$ cat src/rtl/branch_resolve_ctrl_pkg.sv
// Shared definitions for the decode-stage branch sequencer: MIPS branch
// opcodes, REGIMM rt sub-op codes, the sequencer state encoding and a
// small helper for recognising the linking REGIMM branches.
package branch_resolve_ctrl_pkg;

    localparam logic [5:0] OP_REGIMM = 6'b000001;
    localparam logic [5:0] OP_BEQ    = 6'b000100;
    localparam logic [5:0] OP_BNE    = 6'b000101;
    localparam logic [5:0] OP_BLEZ   = 6'b000110;
    localparam logic [5:0] OP_BGTZ   = 6'b000111;

    localparam logic [4:0] RT_BLTZ   = 5'b00000;
    localparam logic [4:0] RT_BGEZ   = 5'b00001;
    localparam logic [4:0] RT_BLTZAL = 5'b10000;
    localparam logic [4:0] RT_BGEZAL = 5'b10001;

    localparam logic [31:0] ZERO_WORD = 32'h0000_0000;

    typedef enum logic [1:0] {
        BRS_IDLE = 2'd0,
        BRS_WAIT = 2'd1,
        BRS_HOLD = 2'd2
    } brs_state_t;

    // True for the REGIMM sub-ops that write the link register.
    function automatic logic rt_is_link(input logic [4:0] rt);
        return (rt == RT_BLTZAL) || (rt == RT_BGEZAL);
    endfunction

endpackage

$ cat src/rtl/branch_resolve_ctrl_if.sv
// Redirect channel from the branch sequencer to IF.
// Handshake: the master raises redirect_valid with redirect_pc and keeps
// both stable until a cycle in which redirect_ready is also high; the
// transfer completes on that rising clock edge. The slave may hold
// redirect_ready high without waiting for valid.
interface branch_resolve_ctrl_if #(
    parameter int ADDR_W = 32
);
    logic              redirect_valid;
    logic [ADDR_W-1:0] redirect_pc;
    logic              redirect_ready;

    modport master (
        output redirect_valid,
        output redirect_pc,
        input  redirect_ready
    );

    modport slave (
        input  redirect_valid,
        input  redirect_pc,
        output redirect_ready
    );
endinterface

$ cat src/rtl/branch_resolve_ctrl_br_cond_eval.sv
// Combinational MIPS branch condition evaluation. Unknown opcodes or
// REGIMM sub-ops evaluate as not taken so the sequencer still resolves them.
module br_cond_eval
    import branch_resolve_ctrl_pkg::*;
#(
    parameter int DATA_W = 32
) (
    input  logic [5:0]        op,
    input  logic [4:0]        rt,
    input  logic [DATA_W-1:0] a,
    input  logic [DATA_W-1:0] b,
    output logic              taken,
    output logic              link
);

    logic a_neg;
    logic a_zero;

    assign a_neg  = a[DATA_W-1];
    assign a_zero = (a == '0);

    // Decode the branch type and evaluate its condition on the operands.
    always_comb begin
        taken = 1'b0;
        link  = 1'b0;
        case (op)
            OP_BEQ:  taken = (a == b);
            OP_BNE:  taken = (a != b);
            OP_BGTZ: taken = ~a_neg & ~a_zero;
            OP_BLEZ: taken = a_neg | a_zero;
            OP_REGIMM: begin
                link = rt_is_link(rt);
                case (rt)
                    RT_BLTZ, RT_BLTZAL: taken = a_neg;
                    RT_BGEZ, RT_BGEZAL: taken = ~a_neg;
                    default:            taken = 1'b0;
                endcase
            end
            default: taken = 1'b0;
        endcase
    end

endmodule

$ cat src/rtl/branch_resolve_ctrl.sv
// Decode-stage branch sequencer: waits for forwarded operands, resolves
// the branch, and issues a one-shot PC redirect to IF. Drives the ID stall.
// Optional feature: define BR_STATS_EN to build the resolved/taken
// branch counters; otherwise br_total and br_taken read as zero.
module branch_resolve_ctrl
    import branch_resolve_ctrl_pkg::*;
#(
    parameter int ADDR_W     = 32,
    parameter int DATA_W     = 32,
    parameter int WAIT_CNT_W = 4
) (
    input  logic                  clk,
    input  logic                  resetn,
    input  logic                  flush,
    input  logic                  br_req,
    input  logic [5:0]            br_op,
    input  logic [4:0]            br_rt,
    input  logic [DATA_W-1:0]     opnd_a,
    input  logic [DATA_W-1:0]     opnd_b,
    input  logic                  opnd_ready,
    input  logic [ADDR_W-1:0]     br_target,
    output logic                  stall_id,
    output logic                  resolve,
    output logic                  is_link,
    branch_resolve_ctrl_if.master redir,
    output logic [WAIT_CNT_W-1:0] wait_cnt,
    output logic [31:0]           br_total,
    output logic [31:0]           br_taken,
    output logic [1:0]            state_dbg
);

    brs_state_t state, state_nxt;

    logic cond_taken;
    logic cond_link;
    logic load_redir;
    logic clr_redir;
    logic cnt_inc;
    logic cnt_clr;

    br_cond_eval #(
        .DATA_W (DATA_W)
    ) u_cond (
        .op    (br_op),
        .rt    (br_rt),
        .a     (opnd_a),
        .b     (opnd_b),
        .taken (cond_taken),
        .link  (cond_link)
    );

    assign is_link   = resolve & cond_link;
    assign state_dbg = state;

    // State register.
    always_ff @(posedge clk or negedge resetn) begin
        if (!resetn) state <= BRS_IDLE;
        else         state <= state_nxt;
    end

    // Next state, stall/resolve outputs and datapath strobes; flush overrides everything.
    always_comb begin
        state_nxt  = state;
        stall_id   = 1'b0;
        resolve    = 1'b0;
        load_redir = 1'b0;
        clr_redir  = 1'b0;
        cnt_inc    = 1'b0;
        cnt_clr    = 1'b0;
        if (flush) begin
            state_nxt = BRS_IDLE;
            clr_redir = 1'b1;
            cnt_clr   = 1'b1;
        end else begin
            case (state)
                BRS_IDLE: begin
                    if (br_req) begin
                        if (opnd_ready) begin
                            resolve = 1'b1;
                            if (cond_taken) begin
                                load_redir = 1'b1;
                                state_nxt  = BRS_HOLD;
                            end
                        end else begin
                            // The first stalled cycle already counts as waiting.
                            stall_id  = 1'b1;
                            cnt_inc   = 1'b1;
                            state_nxt = BRS_WAIT;
                        end
                    end
                end
                BRS_WAIT: begin
                    if (!br_req) begin
                        cnt_clr   = 1'b1;
                        state_nxt = BRS_IDLE;
                    end else if (opnd_ready) begin
                        resolve = 1'b1;
                        cnt_clr = 1'b1;
                        if (cond_taken) begin
                            load_redir = 1'b1;
                            state_nxt  = BRS_HOLD;
                        end else begin
                            state_nxt = BRS_IDLE;
                        end
                    end else begin
                        stall_id = 1'b1;
                        cnt_inc  = 1'b1;
                    end
                end
                BRS_HOLD: begin
                    // A branch in the delay slot waits until the redirect is taken.
                    stall_id = br_req;
                    if (redir.redirect_ready) begin
                        clr_redir = 1'b1;
                        state_nxt = BRS_IDLE;
                    end
                end
                default: state_nxt = BRS_IDLE;
            endcase
        end
    end

    // Redirect request register: loaded on a taken resolve, dropped on acceptance or flush.
    always_ff @(posedge clk or negedge resetn) begin
        if (!resetn) begin
            redir.redirect_valid <= 1'b0;
            redir.redirect_pc    <= '0;
        end else if (load_redir) begin
            redir.redirect_valid <= 1'b1;
            redir.redirect_pc    <= br_target;
        end else if (clr_redir) begin
            redir.redirect_valid <= 1'b0;
        end
    end

    // Saturating count of cycles the current branch has waited for operands.
    always_ff @(posedge clk or negedge resetn) begin
        if (!resetn)                 wait_cnt <= '0;
        else if (cnt_clr)            wait_cnt <= '0;
        else if (cnt_inc && !(&wait_cnt)) wait_cnt <= wait_cnt + 1'b1;
    end

`ifdef BR_STATS_EN
    // Resolved and taken branch counters, free-running with 32-bit wrap.
    always_ff @(posedge clk or negedge resetn) begin
        if (!resetn) begin
            br_total <= '0;
            br_taken <= '0;
        end else if (resolve) begin
            br_total <= br_total + 32'd1;
            if (cond_taken) br_taken <= br_taken + 32'd1;
        end
    end
`else
    assign br_total = ZERO_WORD;
    assign br_taken = ZERO_WORD;
`endif

endmodule

$ cat src/flat_wrapper.sv
// flat-port wrapper written by rule: the top's interface ports become plain ports
module branch_resolve_ctrl_flat import branch_resolve_ctrl_pkg::*;
#(
    parameter int ADDR_W     = 32,
    parameter int DATA_W     = 32,
    parameter int WAIT_CNT_W = 4
)
  (clk, resetn, flush, br_req, br_op, br_rt, opnd_a, opnd_b, opnd_ready, br_target, stall_id, resolve, is_link, wait_cnt, br_total, br_taken, state_dbg, redir_redirect_valid, redir_redirect_pc, redir_redirect_ready);
  branch_resolve_ctrl_if #(.ADDR_W(ADDR_W)) redir_i ();
  input  logic clk;
  input  logic resetn;
  input  logic flush;
  input  logic br_req;
  input  logic [5:0] br_op;
  input  logic [4:0] br_rt;
  input  logic [DATA_W-1:0] opnd_a;
  input  logic [DATA_W-1:0] opnd_b;
  input  logic opnd_ready;
  input  logic [ADDR_W-1:0] br_target;
  output logic stall_id;
  output logic resolve;
  output logic is_link;
  output logic [WAIT_CNT_W-1:0] wait_cnt;
  output logic [31:0] br_total;
  output logic [31:0] br_taken;
  output logic [1:0] state_dbg;
  output wire logic [$bits(redir_i.redirect_valid)-1:0] redir_redirect_valid;
  output wire logic [$bits(redir_i.redirect_pc)-1:0] redir_redirect_pc;
  input wire logic [$bits(redir_i.redirect_ready)-1:0] redir_redirect_ready;
  assign redir_redirect_valid = redir_i.redirect_valid;
  assign redir_redirect_pc = redir_i.redirect_pc;
  assign redir_i.redirect_ready = redir_redirect_ready;
  branch_resolve_ctrl #(.ADDR_W(ADDR_W), .DATA_W(DATA_W), .WAIT_CNT_W(WAIT_CNT_W)) u_core (.clk(clk), .resetn(resetn), .flush(flush), .br_req(br_req), .br_op(br_op), .br_rt(br_rt), .opnd_a(opnd_a), .opnd_b(opnd_b), .opnd_ready(opnd_ready), .br_target(br_target), .stall_id(stall_id), .resolve(resolve), .is_link(is_link), .redir(redir_i), .wait_cnt(wait_cnt), .br_total(br_total), .br_taken(br_taken), .state_dbg(state_dbg));
endmodule
$ cat config.mk
export PLATFORM = sky130hd
export DESIGN_NAME = branch_resolve_ctrl_flat
export DESIGN_NICKNAME = d
export VERILOG_FILES = /design/src/rtl/branch_resolve_ctrl_pkg.sv /design/src/rtl/branch_resolve_ctrl_if.sv /design/src/rtl/branch_resolve_ctrl_br_cond_eval.sv /design/src/rtl/branch_resolve_ctrl.sv /design/src/flat_wrapper.sv
export SDC_FILE = /design/constraint.sdc
export NUM_CORES = 1
export LEC_CHECK = 0
export ABC_AREA = 1
export BUFFER_PORTS_ARGS = -buffer_cell sky130_fd_sc_hd__buf_2
export CAP_MARGIN = 5
export CORE_MARGIN = 4
export CORE_UTILIZATION = 41
export CTS_CLUSTER_DIAMETER = 60
export DETAILED_ROUTE_END_ITERATION = 12
export PLACE_DENSITY = 0.88
export SLEW_MARGIN = 5
export SYNTH_ARGS = -nofsm -noshare
export SYNTH_HDL_FRONTEND = slang
export SYNTH_SLANG_ARGS = --single-unit
$ cat constraint.sdc
create_clock -name clk -period 1.6 [get_ports clk]
set_clock_uncertainty 0.05 [all_clocks]
set_input_delay 0.16 -clock clk [delete_from_list [all_inputs] [get_ports clk]]
set_output_delay 0.16 -clock clk [all_outputs]
set_load 0.05 [all_outputs]
==> results of run 1 <==
-- metal layers --
metal  track usage, %  wire length (um)
met5                0                 0
met4             6.31               195
met3             3.45               760
met2             33.9              4390
met1             19.1              2810
-- where the power goes --
part	switching, mW	internal [mW]
registers	0.0440	1.07
clock network	0.323	0.623
logic	0.909	0.291
-- sequential cells by signal, indices dropped and copies added (netlist names) --
signal	flops
u_core.redir.redirect_pc	32
u_core.redir.redirect_valid	1
u_core.wait_cnt	4
u_core.state_dbg	2
-- layout by cell type, fill, tap and decap left out, types with 2 or more instances in the layout --
cell type / count
buf_12: 2
nand3_1: 38
conb_1: 64
bufinv_16: 2
inv_1: 31
nand4_1: 2
buf_4: 11
o211ai_1: 2
dfrtp_1: 36
nand2_1: 113
nor3_1: 3
o21ai_0: 4
nor2_1: 32
buf_6: 2
inv_2: 3
nor2_2: 2
nand2_4: 2
xor2_1: 2
dfrtp_2: 3
a21oi_1: 2
clkbuf_8: 5
nor4_2: 2
xnor2_1: 31
buf_2: 151
nor4_1: 2
-- worst max-delay path, cell delays in order, from the launching register on --
cell	delay, ns
dfrtp_2	0.43
ha_1	0.23
a31oi_2	0.17
inv_1	0.10
nor4_2	0.25
o21ai_0	0.12
a21oi_1	0.12
-- Yosys cell counts --
| master | number | area share, % |
|---|---|---|
| nand4_1 | 2 | 0.43 |
| dfrtp_1 | 39 | 34 |
| and2_0 | 1 | 0.22 |
| nand2_4 | 1 | 0.39 |
| conb_1 | 1 | 0.13 |
| a21oi_1 | 3 | 0.52 |
| buf_2 | 3 | 0.52 |
| nand2_1 | 114 | 15 |
| clkbuf_1 | 2 | 0.26 |
| buf_4 | 65 | 17 |
| nand3_4 | 1 | 0.61 |
| xor2_1 | 2 | 0.61 |
| o311ai_0 | 1 | 0.30 |
| nand3_1 | 38 | 6.6 |
| buf_6 | 3 | 1.2 |
| nor4_1 | 4 | 0.87 |
| o21ai_0 | 4 | 0.69 |
| nor3_1 | 4 | 0.69 |
| inv_2 | 2 | 0.26 |
| and2_1 | 1 | 0.22 |
| xnor2_1 | 31 | 9.4 |
| nor3_2 | 1 | 0.35 |
| a31oi_1 | 1 | 0.22 |
| inv_1 | 32 | 4.2 |
| nor2_2 | 1 | 0.22 |
| nor2_1 | 34 | 4.4 |
| o211ai_1 | 2 | 0.52 |
| or2_1 | 1 | 0.22 |
| ha_1 | 1 | 0.43 |
-- cell families (layout without fill, tap and decap cells) --
family / after synthesis / count (layout)
AO/OA/AOI/OAI: 11 / 11
XOR/XNOR: 33 / 33
adder cells (fa/ha/maj): 1 / 1
buffers and inverters: 107 / 210
flip-flops: 39 / 39
other: 1 / 64
AND/OR/NAND/NOR: 203 / 203
-- stage by stage --
step	instance area, um^2	total power [mW]	worst slack (ns)
2_1_floorplan	3160	2.10	-0.0169
3_5_place_dp	3620	2.32	-0.129
4_1_cts	3770	3.27	0.00226
3_3_place_gp	3620	2.29	-0.0693
5_1_grt	3800	3.40	-0.0293
6_report	3800	3.26	0.0448
-- timing repair --
item | CTS | global route
resized for setup | 3 | 8
setup endpoints to repair | 2 | 5
buffers inserted | 0 | 1
hold endpoints to repair | 39 | 0
hold buffers | 1 | 0
-- path summary, 6_finish.rpt --
kind                            cells after the start                         from                           end
worst max-delay path                                6           u_core.wait_cnt[1]            u_core.wait_cnt[3]
worst max register to register                      6           u_core.wait_cnt[1]            u_core.wait_cnt[3]
max in group asynchronous                           3                       resetn           u_core.state_dbg[1]
worst min register to register                      2  u_core.redir.redirect_pc[9]   u_core.redir.redirect_pc[9]
worst min-delay path                                3                 br_target[9]   u_core.redir.redirect_pc[9]
min in group asynchronous                           3                       resetn  u_core.redir.redirect_pc[10]
-- cell type report --
type / count / area [um^2]
Clock inverter: 2 / 60.1
Fill cell: 667 / 3030
Timing Repair Buffer: 168 / 918
Inverter: 34 / 128
Tap cell: 96 / 120
Clock buffer: 6 / 72.6
Sequential cell: 39 / 980
Multi-Input combinational cell: 312 / 1530
==> impl_metrics.json, run 1 <==
{
  "holdWs_ns": 0.0503,
  "worst_setup_path_end_kind": "register",
  "post_route_cells_drive_above_1_share_pct": 34.2,
  "die_x_um": 91.9,
  "ys_ff_latch": 39,
  "num_vias": 2920,
  "critPathLaunchType": "register",
  "worst_skew_pair.late_latency_ns": 0.28,
  "worst-path-max-fanout": 3,
  "wirelength_mm": 8.15,
  "cp.required_ns": 1.76,
  "finalHoldViolCount": 0,
  "yosysUniqueCellTypes": 29,
  "io_buffers": 154,
  "hp-class": "in2reg",
  "cap_violations": 0,
  "grt_overflow": 0,
  "ctsHtreeMaxLevel": 2,
  "dp_cells": 647,
  "grt_start_max_net_pins": 40,
  "num-nets-final": 674,
  "grt_pass1_vias": 2772,
  "fmax_ghz": 0.643,
  "fin_crit_ns": 1.56,
  "synth-xor-area-share_pct": 10.0,
  "gp_congestion": 0.811,
  "syn-instance-count": 395,
  "tns_ns": 0,
  "initial_core_util_pct": 42.2,
  "critical_path_arrival_ns": 1.72,
  "synth_top_family_by_area": "simple AND/OR/NAND/NOR gates",
  "post_drt_via_cell_ratio": 4.44,
  "track_usage_pct": 17.7,
  "pin_count": 219,
  "synth_area_per_cell_um2": 7.30,
  "num_antenna_cells": 0,
  "grt_pass1_wl_mm": 12.3,
  "reg2reg_setup_slack_ns": 0.04,
  "die_area_um2": 8440,
  "syn_to_final_growth_pct": 31.8,
  "synth-compound-area-share_pct": 2.25,
  "clock_sinks": 39,
  "leakage_nw": 2.26,
  "power_density_nw_per_um2": 856,
  "yosysWarnings": 0,
  "rows": 30,
  "ant_nets": 0,
  "outcome": "completed",
  "first_pass_iters": 4,
  "antenna_found_initial": 0,
  "ys_seq_area_share_pct": 33.8,
  "die_y_um": 91.9,
  "drt-initial-drc-count": 89,
  "period_share_pct": 97.2,
  "cts_max_path_buffers": 2,
  "path_class": "reg2reg",
  "root_buffer": "clkbuf_8",
  "stdcell_count": 657,
  "cts_inserted_buffers": 5,
  "dp_hpwl_mm": 6.81,
  "wl_per_cell_um": 12.4,
  "muxShareOfSynthArea_pct": 0,
  "synthesis.area_um2": 2890,
  "clk_pin_slew_ns": 0.08,
  "setup_violations": 0,
  "post-route-util_pct": 55.7,
  "cts_tree": "built",
  "ir_worst_vdd_v": 0.000405,
  "synthAdderAreaFrac_pct": 0.434,
  "drcViolationCount": 0,
  "synth-simple-area-share_pct": 30.1,
  "core_area_um2": 6830,
  "drv_slew": 0
}
No activity file was read; power rests on OpenSTA's default activity.
==> run 2, diff against run 1 <==
CORE_UTILIZATION = 37   (was 41)
MAX_ROUTING_LAYER = met4   (was default)
PLACE_DENSITY = 0.84   (was 0.88)
clock period = 1.33 ns   (was 1.6 ns; I/O delays follow)
==> run 2 against run 1 <==
Net effect:
- the run now ends with setup timing left
- critical path depth shrank 1
- sequential power grew 21%
- clock-buffer cell count shrank 1
- die area grew 9.8%
- via count grew 6.4%
- hold slack lost 0.034 ns
- sequential cell count is the same
- routed wire length grew 18%
- critical endpoint is now stall_id
==> impl_metrics.json, run 2 (same netlist as run 1, synthesis figures left out) <==
{
  "outcome": "finished, violations left",
  "failed_checks": "setup timing",
  "path_class": "reg2out",
  "core_area_um2": 7410,
  "post_drt_via_cell_ratio": 4.57,
  "min_to": "u_core.redir.redirect_pc[4]",
  "holdCritStartpoint": "br_target[4]",
  "final.setup.worst_slack_ns": -0.210,
  "critPathLaunchType": "register",
  "rsz0062_at_grt": "true",
  "timing.rr.end": "u_core.redir.redirect_pc[17]",
  "finalHoldViolCount": 0,
  "clock_sinks": 39,
  "reg2reg_setup_slack_ns": -0.18,
  "drt-initial-drc-count": 88,
  "die_area_um2": 9270,
  "rows": 31,
  "io_buffers": 154,
  "drv_slew": 0,
  "pin_count": 219,
  "cts_max_path_buffers": 2,
  "rr_startpoint": "u_core.state_dbg[1]",
  "track_usage_pct": 19.0,
  "dp_hpwl_mm": 6.82,
  "mostFrequentLayoutCell": "buf_2",
  "syn_to_final_growth_pct": 52.9,
  "worst-path-max-fanout": 4,
  "gp_congestion": 0.807,
  "final_cell_mix": "138 x buf_2, 96 x nand2_1, 64 x conb_1, 35 x dfrtp_1, 29 x xnor2_1",
  "cts_inserted_buffers": 5,
  "first_pass_iters": 4,
  "die_y_um": 96.3,
  "worst-r2r-cell-count": 7,
  "initial_core_util_pct": 38.9,
  "ant_nets": 0,
  "cap_violations": 0,
  "hp-class": "in2reg",
  "fmax_ghz": 0.649,
  "worst_setup_path_end_kind": "output pin",
  "power_density_nw_per_um2": 887,
  "place_ws_ns": -0.441,
  "grt_overflow": 0,
  "ir_worst_vdd_v": 0.000403,
  "leakage_nw": 2.43,
  "largest_register": "u_core.redir.redirect_pc",
  "grt_pass1_wl_mm": 13.5,
  "num-nets-final": 694,
  "fin_crit_ns": 1.54,
  "cts_tree": "built",
  "setup_violations": 40,
  "wirelength_mm": 9.59,
  "num_antenna_cells": 0,
  "grt_start_max_net_pins": 40,
  "antenna_found_initial": 0,
  "largest_register_ffs": 32,
  "grt_pass1_vias": 3007,
  "period_share_pct": 116,
  "drcViolationCount": 0,
  "cp.required_ns": 1.15,
  "worst_skew_pair.late_latency_ns": 0.29,
  "post-route-util_pct": 59.6,
  "critical_path_arrival_ns": 1.36,
  "holdWs_ns": 0.0164,
  "wl_per_cell_um": 14.1,
  "num_vias": 3107,
  "post_route_cells_drive_above_1_share_pct": 47.3,
  "ctsHtreeMaxLevel": 2,
  "clk_pin_slew_ns": 0.08,
  "die_x_um": 96.3,
  "whs_path_depth": 3,
  "root_buffer": "clkbuf_8"
}
==> run 2: worst max-delay path, stage by stage (launching register included) <==
cell     delay [ns]
dfrtp_2        0.46
inv_2          0.11
nand2_4        0.07
buf_6          0.13
a21oi_2        0.13
buf_6          0.17
==> run 2: cell type report <==
type                       instances  area (um^2)
tap                               99          124
clock buffer                       5         68.8
inverter                          34          133
timing repair buffer             188         1270
fill                             625         3000
clock inverter                     3         43.8
sequential                        39          981
multi-input combinational        312         1790
==> run 2: timing repair <==
action                                  CTS  global route
gates cloned                              4             0
pin swaps                                 3            33
resized for setup                        49            62
buffers inserted                          6             3
hold buffers                              1             0
hold endpoints to repair                 39             0
endpoints found under the setup margin   38            41
==> run 2: metal layers <==
layer / global-route usage (%) / share of wire [%] / routed length [um] / vias up
li1: - / - / - / 1473
met5: - / 0 / 0 / -
met3: 2.66 / 10 / 1000 / 31
met4: 5.14 / 3.0 / 287 / 0
met1: 19.1 / 34 / 3300 / 1410
met2: 37.8 / 52 / 5010 / 193
==> run 2: worst max path at each step <==
stage / cells past startpoint / end / start / slack [ns]
after floorplan: 4 / is_link / u_core.state_dbg[1] / -0.26
final: 5 / stall_id / u_core.state_dbg[1] / -0.21
after global placement: 12 / u_core.redir.redirect_pc[31] / opnd_a[4] / -0.36
after global routing: 5 / stall_id / u_core.state_dbg[1] / -0.26
after CTS: 5 / stall_id / u_core.state_dbg[1] / -0.20
after detailed placement: 12 / u_core.redir.redirect_pc[10] / opnd_a[6] / -0.44
==> run 2: power by group <==
part / switching, mW / total, mW / internal, mW
clock network: 0.431 / 0.990 / 0.559
logic: 1.15 / 1.58 / 0.429
registers: 0.0594 / 1.34 / 1.28
==> run 2: through the flow <==
stage / TNS, ns / total power, mW / instances / cell area [um^2]
final: -3.96 / 3.91 / 680 / 4410
after global routing: -7.73 / 4.10 / 680 / 4410
after CTS: -4.80 / 3.85 / 680 / 4200
after detailed placement: -14.17 / 2.81 / 661 / 3710
after global placement: -11.78 / 2.78 / 661 / 3710
after floorplan: -2.79 / 2.52 / 458 / 3170
==> run 3, diff against run 2 <==
CORE_ASPECT_RATIO = 0.5   (was default)
CTS_CLUSTER_DIAMETER = 80   (was 60)
==> run 3 against run 2 <==
Net effect:
- the run still ends with setup timing left
- sequential power rose by 3%
- first-iteration DRC count rose by 49%
- cell count rose by 1.9%
- power is 6.4% higher
==> impl_metrics.json, run 3 (same netlist as run 1, synthesis figures left out) <==
{
  "leakage_nw": 2.51,
  "cts_max_path_buffers": 2,
  "ctsHtreeMaxLevel": 2,
  "cp.required_ns": 1.15,
  "holdCritStartpoint": "br_target[11]",
  "post-route-util_pct": 62.5,
  "io_buffers": 154,
  "rows": 22,
  "core_area_um2": 7460,
  "cts_tree": "built",
  "ant_nets": 0,
  "internal_power_mw": 2.47,
  "gp_congestion": 0.892,
  "reg2reg_setup_slack_ns": -0.13,
  "worst_setup_path_end_kind": "output pin",
  "worst-r2r-cell-count": 7,
  "drt-initial-drc-count": 131,
  "rr_startpoint": "u_core.state_dbg[1]",
  "first_pass_iters": 4,
  "wl_per_cell_um": 13.3,
  "grt_start_max_net_pins": 27,
  "clockPowerShare_pct": 27.4,
  "fmax_ghz": 0.670,
  "die_y_um": 70.4,
  "critPathLaunchType": "register",
  "worst_skew_pair.late_latency_ns": 0.28,
  "initial_core_util_pct": 38.7,
  "num-nets-final": 698,
  "critPathLaunch": "u_core.state_dbg[1]",
  "rsz0062_at_grt": "true",
  "ir_worst_vdd_v": 0.000539,
  "finalHoldViolCount": 0,
  "cap_violations": 0,
  "dp_hpwl_mm": 6.77,
  "post_route_cells_drive_above_1_share_pct": 53.7,
  "pin_count": 219,
  "wl_met2_mm": 5.20,
  "fillers": 635,
  "drcViolationCount": 0,
  "routed.top_layer": "met4",
  "post_drt_via_cell_ratio": 4.40,
  "share_comb_of_total_power_pct": 39.4,
  "grt_pass1_vias": 2755,
  "cp_slowest_cell": "dfrtp_2",
  "cts_inserted_buffers": 5,
  "cp_cell_sequence": "nor3_4, buf_12, nand2_4, nor2_4, buf_6",
  "root_buffer": "clkbuf_16",
  "place_ws_ns": -0.301,
  "worst-path-max-fanout": 4,
  "mostFrequentLayoutCell": "buf_2",
  "whs_path_depth": 3,
  "swShare_pct": 40.7,
  "fin_crit_ns": 1.49,
  "final_cell_mix": "136 x buf_2, 64 x conb_1, 56 x nand2_1, 38 x nand2_2, 35 x dfrtp_1",
  "clock_sinks": 39,
  "grt_pass1_wl_mm": 12.8,
  "antenna_found_initial": 0,
  "seqPwrFrac_pct": 33.1,
  "wl_met1_mm": 3.41,
  "critical_path_arrival_ns": 1.31,
  "failed_checks": "setup timing",
  "syn_to_final_growth_pct": 61.7,
  "period_share_pct": 112,
  "power_density_nw_per_um2": 893,
  "outcome": "finished, violations left",
  "path_class": "reg2out",
  "setup_violations": 38,
  "wl_met3_um": 479,
  "die_x_um": 133,
  "track_usage_pct": 17.1,
  "grt_overflow": 0,
  "drv_slew": 0,
  "final.setup.worst_slack_ns": -0.162,
  "layout.area.seq_um2": 981,
  "p_switching_mw": 1.70,
  "die_area_um2": 9360,
  "largest_register_ffs": 32,
  "wirelength_mm": 9.20,
  "num_antenna_cells": 0,
  "clk_pin_slew_ns": 0.06,
  "largest_register": "u_core.redir.redirect_pc",
  "multiInputGateArea_um2": 1920,
  "num_vias": 3050,
  "hp-class": "in2reg",
  "crit_path_max_incr_delay_ns": 0.45
}
-- run 3: cell types whose count changed in the layout (fill, tap and decap cells not counted), moves of 3 or more --
cell | before | now
nand3_2 | 24 | 5
inv_2 | 11 | 16
clkbuf_8 | 5 | 0
buf_16 | 3 | 0
nand2_1 | 96 | 56
nor2_1 | 28 | 21
nand2_2 | 15 | 38
inv_1 | 22 | 16
nand3_1 | 12 | 32
nor2_2 | 4 | 11
nand2_4 | 3 | 20
clkbuf_16 | 0 | 10
-- run 3: path summary, 6_finish.rpt --
check | to
worst min-delay path | u_core.redir.redirect_pc[11]
worst min register to register | u_core.redir.redirect_pc[18]
worst max-delay path | is_link
min in group asynchronous | u_core.redir.redirect_pc[6]
worst max register to register | u_core.redir.redirect_pc[14]
max in group asynchronous | u_core.redir.redirect_pc[26]
-- run 3: routing by layer --
layer,up-vias,GRT usage (%)
met2,112,31.0
met1,1448,20.2
li1,1481,-
met5,-,-
met4,0,4.61
met3,9,2.01
-- run 3: worst max-delay path, delay by kind of cell, from the launching register on --
| kind | cells | cell delay, ns |
|---|---|---|
| AND/OR/NAND/NOR | 3 | 0.28 |
| flip-flops | 1 | 0.45 |
| buffers and inverters | 2 | 0.31 |
-- run 3: layout make-up --
class / instances / area share (%)
clock buffer: 7 / 2.84
inverter: 34 / 2.84
multi-input combinational: 312 / 41.1
tap: 108 / 2.90
timing repair buffer: 192 / 29.2
clock inverter: 1 / 0.107
sequential: 39 / 21.0
-- run 3: repair_timing --
item / in CTS / in global routing
pin swaps: 3 / 19
buffers inserted: 6 / 1
cloned: 0 / 6
hold buffers: 1 / 0
endpoints found under the setup margin: 10 / 41
endpoints found under the hold margin: 13 / 0
gates resized for setup: 19 / 149
-- run 3: power groups by stage --
stage / Clock (mW) / Sequential (mW) / Combinational, mW
floorplan: 0 / 1.71 / 0.815
global placement: 0 / 1.36 / 1.44
detailed placement: 0 / 1.36 / 1.46
CTS: 1.15 / 1.34 / 1.49
global route: 1.21 / 1.39 / 1.74
finish: 1.14 / 1.38 / 1.64
-- run 3: per-stage QoR --
stage	hold WS (ns)	instances	cell area (um^2)	total power, mW	setup TNS [ns]
after detailed placement	0.00391	671	3770	2.82	-9.73
after floorplan	-0.213	458	3170	2.52	-2.79
after CTS	0.0291	686	4030	3.98	-2.50
after global routing	0.0353	693	4660	4.34	-8.44
after global placement	-0.000606	671	3770	2.80	-9.21
final	0.0277	693	4660	4.17	-4.11
